`src/rtl/addsub_result_accum.sv`:
```
// Accumulates COUNT signed adder results into a saturating ACC_W-bit frame total and
// hands the total downstream over valid/ready; one frame in flight at a time.
module addsub_result_accum #(
    parameter int DATA_W = 4,
    parameter int ACC_W  = 8,
    parameter int COUNT  = 4
) (
    input  logic              clk,
    input  logic              rst_n,
    input  logic              clear,
    input  logic              in_valid,
    output logic              in_ready,
    input  logic [DATA_W-1:0] in_data,
    output logic              out_valid,
    input  logic              out_ready,
    output logic [ACC_W-1:0]  out_sum,
    output logic              out_sat
);

    localparam int CNT_W = (COUNT > 1) ? $clog2(COUNT) : 1;
    localparam logic [CNT_W-1:0] LAST = CNT_W'(COUNT - 1);
    localparam logic signed [ACC_W:0] SUM_MAX = (ACC_W+1)'((1 << (ACC_W - 1)) - 1);
    localparam logic signed [ACC_W:0] SUM_MIN = ~SUM_MAX;

    typedef enum logic {ACCUM, DONE} state_t;

    state_t             state_q, state_d;
    logic [ACC_W-1:0]   acc_q, acc_d;
    logic [CNT_W-1:0]   cnt_q, cnt_d;
    logic               sat_q, sat_d;

    logic signed [ACC_W:0] sum_full;
    logic                  clip_hi, clip_lo;
    logic [ACC_W-1:0]      acc_clamped;
    logic                  accept;

    // One guard bit is enough: |in_data| is always smaller than the accumulator range.
    assign sum_full = $signed({acc_q[ACC_W-1], acc_q})
                    + $signed({{(ACC_W + 1 - DATA_W){in_data[DATA_W-1]}}, in_data});
    assign clip_hi  = sum_full > SUM_MAX;
    assign clip_lo  = sum_full < SUM_MIN;
    assign acc_clamped = clip_hi ? SUM_MAX[ACC_W-1:0] :
                         clip_lo ? SUM_MIN[ACC_W-1:0] : sum_full[ACC_W-1:0];

    assign in_ready  = (state_q == ACCUM);
    assign out_valid = (state_q == DONE);
    assign out_sum   = acc_q;
    assign out_sat   = sat_q;
    assign accept    = in_valid & in_ready;

    always_comb begin
        state_d = state_q;
        acc_d   = acc_q;
        cnt_d   = cnt_q;
        sat_d   = sat_q;
        if (clear) begin
            state_d = ACCUM;
            acc_d   = '0;
            cnt_d   = '0;
            sat_d   = 1'b0;
        end else begin
            case (state_q)
                ACCUM: begin
                    if (accept) begin
                        acc_d = acc_clamped;
                        sat_d = sat_q | clip_hi | clip_lo;
                        if (cnt_q == LAST) begin
                            cnt_d   = '0;
                            state_d = DONE;
                        end else begin
                            cnt_d = cnt_q + 1'b1;
                        end
                    end
                end
                DONE: begin
                    if (out_ready) begin
                        state_d = ACCUM;
                        acc_d   = '0;
                        cnt_d   = '0;
                        sat_d   = 1'b0;
                    end
                end
                default: state_d = ACCUM;
            endcase
        end
    end

    always_ff @(posedge clk or negedge rst_n) begin
        if (!rst_n) begin
            state_q <= ACCUM;
            acc_q   <= '0;
            cnt_q   <= '0;
            sat_q   <= 1'b0;
        end else begin
            state_q <= state_d;
            acc_q   <= acc_d;
            cnt_q   <= cnt_d;
            sat_q   <= sat_d;
        end
    end

endmodule

```
`config.mk`:
```
export PLATFORM = sky130hd
export DESIGN_NAME = addsub_result_accum
export DESIGN_NICKNAME = d
export VERILOG_FILES = /design/src/rtl/addsub_result_accum.sv
export SDC_FILE = /design/constraint.sdc
export NUM_CORES = 1
export LEC_CHECK = 0
export CAP_MARGIN = 20
export CORE_MARGIN = 2
export CORE_UTILIZATION = 45
export CTS_CLUSTER_DIAMETER = 40
export DETAILED_ROUTE_END_ITERATION = 8
export GPL_TIMING_DRIVEN = 0
export PLACE_DENSITY = 0.86
export SLEW_MARGIN = 20
export SYNTH_ARGS = -nofsm -noshare
export SYNTH_HDL_FRONTEND = slang
export SYNTH_SLANG_ARGS = --single-unit
export TNS_END_PERCENT = 50
```
`constraint.sdc`:
```
create_clock -name clk -period 2.12 [get_ports clk]
set_input_delay 0.424 -clock clk [delete_from_list [all_inputs] [get_ports clk]]
set_output_delay 0.424 -clock clk [all_outputs]
set_load 0.01 [all_outputs]
```
==> run summary <==
ant diodes: 0
Peak Freq: 427.1 MHz
Final Skew: 0.02116 ns
worst setup path class: reg -> reg
setup TNS: -1.338 ns
critical path's largest stage delay: 0.54 ns
worst reg-to-reg setup slack: -0.22 ns
slew margin rel.: 46.28%
initial antenna violation count: 0
CTS tree: done
Synth Net Count: 119
Reg clk slew, reported paths: 0.09 ns
core area: 0.001962 mm²
# clock sinks: 12
setup violators final: 9
P_leak: 0.0006086 µW
Iteration-0 DRC Markers: 39
# Max-Cap Violations: 0
die height: 49.82 µm
Worst Reg-to-Reg Cells: 7
Seq/Total Area, Yosys: 31.79%
ANT nets after route: 0
Initial Util: 48.15%
number of flops mapped to enable cells by yosys: 0
RSZ-0062 raised after global routing: yes
failing checks: setup timing
critical path's slowest cell: or4b_1
Placer Congestion: 0.8262
Worst EP arrival: 2.58 ns
first-pass iteration count of the detailed router: 4
Die W: 49.82 µm
Slew Limit Fails: 0
DR WL/cell: 17.67 µm
first-pass GRT wire length: 4312 µm
Worst setup SP type: register
PD cells: 1196 mW/mm²
Crit. End Element: register
routed wl met3: 184 µm
commonest non-fill, non-tap cell in the layout: clkdlybuf4s50_1
HPWL after detailed placement: 1672 µm
Ports: 20
num rows: 16
nets: 155
fraction of layout cells with a size suffix above 1: 25.93%
P&R area growth vs syn: 52.32%
fin crit period: 2.342 ns
vias in the first global route: 953
Mapped Area: 944.7 µm²
total number of yosys warnings: 0
Synth async-reset ratio: 100.0%
endpoints failing hold: 0
crit path cell chain: ha_4, fa_2, a21o_1, a221oi_4, o221ai_4, or4b_1, nand3_1
vias: 996
CTS Buffer Depth: 2
VDD IR max: 0.0005738 V
Hold WC Path Type: in -> async
fin worst setup slack: -0.2216 ns
drt total wl: 2862 µm
CTS Hold Buffers Added: 0
WL met2: 1434 µm
Main synth FF type: dfrtp_1
run status: finished with violations
Req. time, crit path: 2.35 ns
root buffer cell: clkbuf_4
Cell variety after synth: 38
Mapped Avg Cell Area: 9.447 µm²
vias per cell: 6.148
most frequent cells in the layout: clkdlybuf4s50_1, nand2_1, dfrtp_1
slew at the pin with the worst max-slew slack: 0.8041 ns
clock latency on the worst-skew pair: 0.29 ns
Residual DRC: 0
cells after synthesis: 100
CP max FO: 4
met1 wire length: 1216 µm
largest net degree at the start of global routing: 13
H-Tree Depth: 1
IO Port Bufs: 19
total global-route track usage: 22.58%
total CTS buffers: 3
fin crit share: 110.5%
Finished Core Util: 73.34%
top routing layer in use: met4
global route overflow: 0
register bit total from synthesis: 12
die area: 0.002482 mm²
[stage by stage]
step / total power (µW) / cells / cell area [µm²] / worst slack (ns) / hold slack, ns
after CTS: 1562 / 157 / 1351 / -0.2676 / 0.5016
after global routing: 1834 / 162 / 1439 / -0.2752 / 0.5202
after detailed placement: 1253 / 146 / 1211 / -1.042 / 0.4800
after global placement: 1227 / 146 / 1211 / -0.9923 / 0.4745
after floorplan: 959.9 / 100 / 987.2 / -0.1945 / 0.1284
final: 1722 / 162 / 1439 / -0.2216 / 0.5001
[cell families (layout without fill, tap and decap cells)]
| group | Yosys count | count (layout) | synth area share (%) |
|---|---|---|---|
| simple gates | 37 | 37 | 20.13 |
| compound gates | 32 | 32 | 27.55 |
| flops | 12 | 12 | 31.79 |
| fa+ha+maj | 10 | 10 | 14.04 |
| xor+xnor | 4 | 4 | 3.709 |
| buf+inv | 4 | 39 | 1.589 |
| mux | 1 | 1 | 1.192 |
[where the power goes]
part           switching [µW]  leakage [µW]  total [µW]  internal, µW
Sequential               86.3      0.000157         385           299
Combinational             543      0.000430        1150           603
Clock                    85.9     0.0000210         191           105
Total                     715      0.000609        1720          1010
[worst paths after layout]
| check | end | startpoint |
|---|---|---|
| max | out_sat | out_sum[0] |
| min | out_sum[0] | rst_n |
| max reg2reg | out_sat | out_sum[0] |
| min reg2reg | cnt_q[1] | cnt_q[1] |
| max in group asynchronous | out_sum[6] | rst_n |
| min in group clk | cnt_q[1] | cnt_q[1] |
[routing by layer]
layer,GRT usage [%],vias up
met5,0,-
met1,27.83,475
met3,5.758,3
met2,40.44,49
li1,-,469
met4,2.778,0
[area by class of cell]
class	instances	area [µm²]
Sequential cell	12	300.3
Inverter	3	11.26
Tap cell	27	33.78
Timing Repair Buffer	31	280.3
Buffer	1	3.754
Clock buffer	4	36.28
Fill cell	136	523.0
Multi-Input combinational cell	84	773.2
[registers in the layout, indices dropped and copies added, names as in the netlist]
register / cells
out_sat: 1
out_sum: 8
cnt_q: 2
out_valid: 1
[Yosys cell counts (3+ instances only)]
library cell | number | area, µm²
dfrtp_1 | 12 | 300.3
nand2_1 | 12 | 45.04
ha_1 | 9 | 112.6
o211ai_1 | 8 | 60.06
nand3_1 | 5 | 25.02
nor2_1 | 5 | 18.77
a21oi_1 | 4 | 20.02
a32oi_1 | 4 | 35.03
inv_1 | 3 | 11.26
nand4_1 | 3 | 18.77
[worst max-delay path, delay by kind of cell, from the launching register on]
| kind | cells | cell delay [ns] |
|---|---|---|
| compound gates | 3 | 0.68 |
| fa+ha+maj | 2 | 0.52 |
| flops | 1 | 0.43 |
| simple gates | 2 | 0.64 |
[repair_timing]
| item | 4_1_cts | 5_1_grt |
|---|---|---|
| endpoints found under the setup margin | 9 | 9 |
| pin swaps | 8 | 10 |
| gates resized for setup | 10 | 12 |
| setup buffers | 7 | 5 |
Note: power is estimated with default switching activity, not from simulation.
